<file path="config.mk">
export PLATFORM = sky130hd
export DESIGN_NAME = btn_press_classifier
export DESIGN_NICKNAME = d
export VERILOG_FILES = /design/src/rtl/btn_press_classifier.sv
export SDC_FILE = /design/constraint.sdc
export NUM_CORES = 1
export LEC_CHECK = 0
export CAP_MARGIN = 5
export CORE_MARGIN = 2
export CORE_UTILIZATION = 53
export DETAILED_ROUTE_END_ITERATION = 10
export PLACE_DENSITY = 0.75
export SYNTH_ARGS = -nofsm -noshare
export SYNTH_HDL_FRONTEND = slang
export SYNTH_SLANG_ARGS = --single-unit
</file>
<file path="constraint.sdc">
create_clock -name clk -period 4.8 [get_ports clk]
set_clock_uncertainty 0.05 [all_clocks]
set_input_delay 0.48 -clock clk [delete_from_list [all_inputs] [get_ports clk]]
set_output_delay 0.48 -clock clk [all_outputs]
set_load 0.01 [all_outputs]
</file>
<file path="src/rtl/btn_press_classifier.sv">
// Synchronises and debounces a raw push-button, then classifies each press as
// short or long and emits a one-cycle pulse for each.
module btn_press_classifier #(
   parameter int SYNC_STAGES = 2,
   parameter int DB_CYCLES   = 1_000_000,
   parameter int LONG_CYCLES = 100_000_000
) (
   input  logic clk,
   input  logic reset_n,
   input  logic btn_in,
   output logic btn_db,
   output logic short_pulse,
   output logic long_pulse,
   output logic busy
);

   localparam int DW = $clog2(DB_CYCLES + 1);
   localparam int HW = $clog2(LONG_CYCLES + 1);
   localparam logic [DW-1:0] DB_LAST   = DW'(DB_CYCLES - 1);
   localparam logic [HW-1:0] HOLD_LAST = HW'(LONG_CYCLES - 1);

   typedef enum logic [1:0] {
      ST_IDLE    = 2'd0,
      ST_PRESSED = 2'd1,
      ST_HELD    = 2'd2
   } state_t;

   logic [SYNC_STAGES-1:0] sync_r;
   logic                   sync_s;
   logic                   db_r;
   logic [DW-1:0]          db_cnt_r;
   state_t                 state_r;
   state_t                 state_s;
   logic [HW-1:0]          hold_cnt_r;
   logic [HW-1:0]          hold_cnt_s;
   logic                   short_r;
   logic                   short_s;
   logic                   long_r;
   logic                   long_s;
   logic                   busy_r;
   logic                   busy_s;

   assign sync_s      = sync_r[SYNC_STAGES-1];
   assign btn_db      = db_r;
   assign short_pulse = short_r;
   assign long_pulse  = long_r;
   assign busy        = busy_r;

   // Synchroniser chain for the asynchronous button level.
   always_ff @(posedge clk or negedge reset_n) begin
      if (!reset_n) begin
         sync_r <= {SYNC_STAGES{1'b0}};
      end else begin
         sync_r <= {sync_r[SYNC_STAGES-2:0], btn_in};
      end
   end

   // Debounce: a new level must persist DB_CYCLES edges; any return restarts the count.
   always_ff @(posedge clk or negedge reset_n) begin
      if (!reset_n) begin
         db_r     <= 1'b0;
         db_cnt_r <= {DW{1'b0}};
      end else if (sync_s != db_r) begin
         if (db_cnt_r == DB_LAST) begin
            db_r     <= sync_s;
            db_cnt_r <= {DW{1'b0}};
         end else begin
            db_r     <= db_r;
            db_cnt_r <= db_cnt_r + DW'(1);
         end
      end else begin
         db_r     <= db_r;
         db_cnt_r <= {DW{1'b0}};
      end
   end

   // Classifier next-state and next-output logic; release takes priority over the long limit.
   always_comb begin
      state_s    = state_r;
      hold_cnt_s = hold_cnt_r;
      short_s    = 1'b0;
      long_s     = 1'b0;
      case (state_r)
         ST_IDLE: begin
            if (db_r) begin
               state_s    = ST_PRESSED;
               hold_cnt_s = {HW{1'b0}};
            end else begin
               state_s = ST_IDLE;
            end
         end
         ST_PRESSED: begin
            if (!db_r) begin
               short_s = 1'b1;
               state_s = ST_IDLE;
            end else if (hold_cnt_r == HOLD_LAST) begin
               long_s  = 1'b1;
               state_s = ST_HELD;
            end else begin
               hold_cnt_s = hold_cnt_r + HW'(1);
            end
         end
         ST_HELD: begin
            if (!db_r) begin
               state_s = ST_IDLE;
            end else begin
               state_s = ST_HELD;
            end
         end
         default: begin
            state_s = ST_IDLE;
         end
      endcase
      busy_s = (state_s != ST_IDLE);
   end

   // Classifier state and registered outputs.
   always_ff @(posedge clk or negedge reset_n) begin
      if (!reset_n) begin
         state_r    <= ST_IDLE;
         hold_cnt_r <= {HW{1'b0}};
         short_r    <= 1'b0;
         long_r     <= 1'b0;
         busy_r     <= 1'b0;
      end else begin
         state_r    <= state_s;
         hold_cnt_r <= hold_cnt_s;
         short_r    <= short_s;
         long_r     <= long_s;
         busy_r     <= busy_s;
      end
   end

endmodule

</file>
# Word level (Yosys, flattened, before mapping)
# Index checks and enable logic that the tools add are counted.
# word_totals
register_bits,55
input_bits,3
output_inout_bits,4
wordCells,39
# classes
add_sub_neg,2
n_eq_ne,8
muxes,16
reduce_logical,5
# ops
op,n
$mux 27,3
$pmux 27 s2,1
$mux 20,2
$add 27x1->27 const B,1
$eq 27x27->1 const B,1
$add 20x1->20 const B,1
$eq 20x20->1 const B,1
$mux 1,6
$mux 2,3
$ne 2x2->1 const B,3
$pmux 2 s3,1
$reduce_and 4->1,1
$reduce_bool 2->1,2
$eq 2x1->1 const B,1
$eq 2x2->1 const B,1
$logic_not 2->1,1
$reduce_and 2->1,1
$ne 1x1->1,1

# Longest topological paths before layout
# logic_depth
depth_word,5
mapped_depth,8
ltp_nobuf,7

# Least setup slack after synthesis
# No wires, ideal clock.
# synth_timing
path_kind,register to register
startpoint,register hold_cnt_r[0]
endpoint,register hold_cnt_r[11]
setup_ps,78
t_arrival_ps,1818
required_time_ps,4672
setup_slack_ps,2854
stages_incl_launch_ff,7
path_buffers,0
period_less_slack_ps,1946
path_cell_list,dfrtp_1 > ha_1 > and4_1 > and4_4 > a41o_1 > or4_1 > a21oi_1
# synth_via
elab_chain_cells,4
elab_cells_between_ends,7
cone_classes,add/sub: 1; eq/ne: 2; mux: 3; reduce/logical: 1
# synth_rtl
item,line,text
from (decl),34,logic [HW-1:0] hold_cnt_r;
from (signal assigned),121,hold_cnt_r <= {HW{1'b0}};
from (signal assigned),127,hold_cnt_r <= hold_cnt_s;
$add 27x1->27,100,hold_cnt_s = hold_cnt_r + HW'(1);
$mux 27,96,end else if (hold_cnt_r == HOLD_LAST) begin
$mux 27,93,if (!db_r) begin
$pmux 27 s2,83,case (state_r)
# Parallel ways exist; a longest one is shown, timed or not. The select of a mux whose other input is x is not followed.
# A chain may end at the register's enable or synchronous reset.

# Final worst setup path
# layout_timing
startpoint,register hold_cnt_r[0]
endpoint,register hold_cnt_r[26]
# The elaborated chain is that of the path after synthesis.

==> summary.txt <==
Run status
  – Status: finished, final reports clean

Timing
  – Final Hold Fails: 0
  – Final setup vio count: 0
  – Min Tclk post-route: 2.243 ns
  – Worst slew margin: between 40% and 50%
  – Achievable frequency: 0.4457 GHz
  – PnR worst setup slack: between 2 and 3 ns
  – Slew @ Worst Pin: ~0.75 ns
  – Slew Limit Fails: 0
  – Hold WS: 0.2419 ns
  – Setup TNS: 0 ns
  – RSZ-0062 raised after global routing: no
  – Fin crit share: between 40% and 50%

GRT
  – Initial antenna violation count: 0
  – Congestion Overflow GR: 0
  – Largest net degree at the start of global routing: 56
  – Vias in the first global route: 2165
  – First-pass GRT wire length: a little over 10000 µm
  – GRT Total Usage: around 21%

Synthesis
  – Mapped Area: approximately 2900 µm²
  – Top cells by count, synth: dfrtp_1 (55), nor2_1 (46), nand2_1 (30)
  – Largest cells by area after synthesis: dfrtp_1 (48%), nor2_1 (6.0%), xor2_1 (4.2%)
  – Most common cell in the netlist: dfrtp_1
  – Net count after synthesis: 319
  – Count of flip-flops with a built-in enable after synthesis: 0
  – Seq/Total Area, Yosys: 47.52%
  – Synth warn: 0
  – Yosys reg bits: 55
  – Ys async rst share: 100.0%
  – Syn Area/Cell: slightly above 9 µm²
  – Ys flop type: dfrtp_1
  – Distinct cells, synth: a little under 50
  – Yosys top cell area share: 47.52%
  – Synth Instances: between 300 and 400
  – Leading area contributor after synthesis: dfrtp_1

Place
  – Gpl congestion: a little under 0.9
  – Placed insts: ~380
  – Placed Area: between 2000 and 3000 µm²
  – Port Buffers: 6
  – Place WS: ~2.6 ns
  – Post-DP HPWL: roughly 4000 µm

Flow run
  – Max capacitance violation total: 0

Layout
  – ANT cells: 0
  – # fillers: ~460
  – Post-Layout Cell Count: 386
  – Area Overhead vs Synth: 6.134%
  – Total Nets Final: ~320
  – Layout cells sized above 1: 5.380%
  – Multi-input logic area: 1431 µm²
  – Util after Layout: between 50% and 60%
  – Register area: 1376 µm²
  – Post-route cell area: approximately 3100 µm²

Worst setup path
  – Required @ worst endpoint: 4.94 ns
  – Endpoint class of the critical path: flip-flop
  – Setup CP Type: flip-flop to flip-flop
  – Nature of the critical path startpoint: flip-flop
  – Worst path slowest cell: or4_1
  – Crit path largest cell delay: between 0.7 and 0.8 ns
  – Crit-path cells: ha_1 -> nand2_1 -> or4_1 -> nor4_1 -> o21ai_0
  – R2R depth: 5
  – WP data arrival: roughly 2.4 ns
  – CP max FO: 10

Power and ir drop
  – Seq pwr share: a little under two thirds
  – Net load switching power: between 0.15 and 0.2 mW
  – Power Dens Cells: around 240 nW/µm²
  – Peak VDD IR: 0.1261 mV
  – Clock power share: roughly a third
  – Leakage: about 1.3 nW
  – Sw Ratio: between 20% and 30%
  – Internal power: about 0.57 mW
  – Overall Power: 0.7363 mW
  – Gate power share: 2.4%

Clocking
  – CTS Hold Buffers Added: 0
  – Clock root buffer: clkbuf_8
  – Clock sinks: between 50 and 60
  – Reg clk slew, reported paths: 0.10 ns
  – TritonCTS Buffers: 5
  – Later-pin clock latency in the skew report: between 0.3 and 0.4 ns
  – Max Buffers Root-to-Sink: 2
  – CTS resizes: 0
  – Setup repair bufs after CTS: 0
  – H-tree depth: 2
  – CTS tree: done

Routing
  – Wirelength per Cell: ~15 µm
  – Antenna viol nets, final: 0
  – Routed WL: 5869 µm
  – DR vias/cell: between 5 and 6
  – Iter 0 DRT Violations: a little under 300
  – Residual DRC count: 0
  – Drt pass-1 iters: 4
  – Routed via count: about 2300

Floorplan
  – Ports: 7
  – Die H: just under 80 µm
  – Site Rows: 26
  – Die Span X: between 70 and 80 µm
  – Die area: 6072 µm²
  – Core footprint: approximately 5200 µm²
  – Initial Util: between 50% and 60%

Worst hold path
  – Worst hold path class: primary input to async pin
## power groups by stage
| stage | Clock (mW) | Sequential, mW | Combinational [mW] |
|---|---|---|---|
| finish | 0.250 | 0.469 | 0.0175 |
| global placement | 0 | 0.478 | 0.0183 |
| detailed placement | 0 | 0.478 | 0.0183 |
| floorplan | 0 | 0.477 | 0.00661 |
| global route | 0.273 | 0.470 | 0.0211 |
| CTS | 0.255 | 0.469 | 0.0185 |
## layer usage
layer | wire, µm | vias up | track usage (%)
met5 | 0 | - | 0
met4 | 44 | 0 | 5.789
met3 | 388 | 6 | 4.186
met2 | 2627 | 61 | 31.55
met1 | 2808 | 1089 | 30.00
li1 | - | 1119 | -
## sequential cells by signal, indices dropped and copies added (netlist names)
signal	flops
short_pulse	1
db_cnt_r	20
long_pulse	1
btn_db	1
hold_cnt_r	27
state_r	2
sync_r	2
busy	1
## cell type report
cell class	count	area share, %
clock inverter	2	0.4477
inverter	7	0.8547
clock buffer	5	2.239
sequential	55	44.77
multi-input combinational	239	46.56
tap	70	2.849
timing repair buffer	8	2.279
## worst max-delay path: cells and delay by family, from the launching register on
| family | cells | cell delay, ns |
|---|---|---|
| AND/OR/NAND/NOR | 3 | 1.29 |
| flip-flops | 1 | 0.41 |
| adder cells (fa/ha/maj) | 1 | 0.23 |
| AO/OA/AOI/OAI | 1 | 0.14 |
## kinds of logic (layout without fill, tap and decap cells)
kind of cell / after synthesis / in the layout / synth area share (%)
multiplexers: 1 / 1 / 0.3887
flip-flops: 55 / 55 / 47.52
buffers and inverters: 20 / 22 / 3.067
XOR/XNOR: 25 / 25 / 7.559
AND/OR/NAND/NOR: 171 / 171 / 31.58
AO/OA/AOI/OAI: 40 / 40 / 9.028
adder cells (fa/ha/maj): 2 / 2 / 0.8638
## cell usage in the layout, fill, tap and decap left out, types with 3 or more instances in the layout
cell,n
nand2_1,30
inv_1,7
nand2b_1,6
nor3_1,5
and4_1,3
clkdlybuf4s50_1,5
or3_1,5
o21ai_0,15
nor2_1,46
nand4_1,16
clkbuf_8,5
xor2_1,14
and3_1,8
xnor2_1,11
nor4_1,8
dfrtp_1,55
o21a_1,3
nand3_1,22
a21oi_1,7
or4_1,4
## final timing paths
kind,from,to,slack (ns)
max in group asynchronous,reset_n,hold_cnt_r[19],4.01
max reg2reg,hold_cnt_r[0],hold_cnt_r[26],2.56
min reg2reg,sync_r[0],sync_r[1],0.31
min,reset_n,db_cnt_r[19],0.24
min in group clk,sync_r[0],sync_r[1],0.31
max,hold_cnt_r[0],hold_cnt_r[26],2.56
Power figures use the tool's default switching activity.
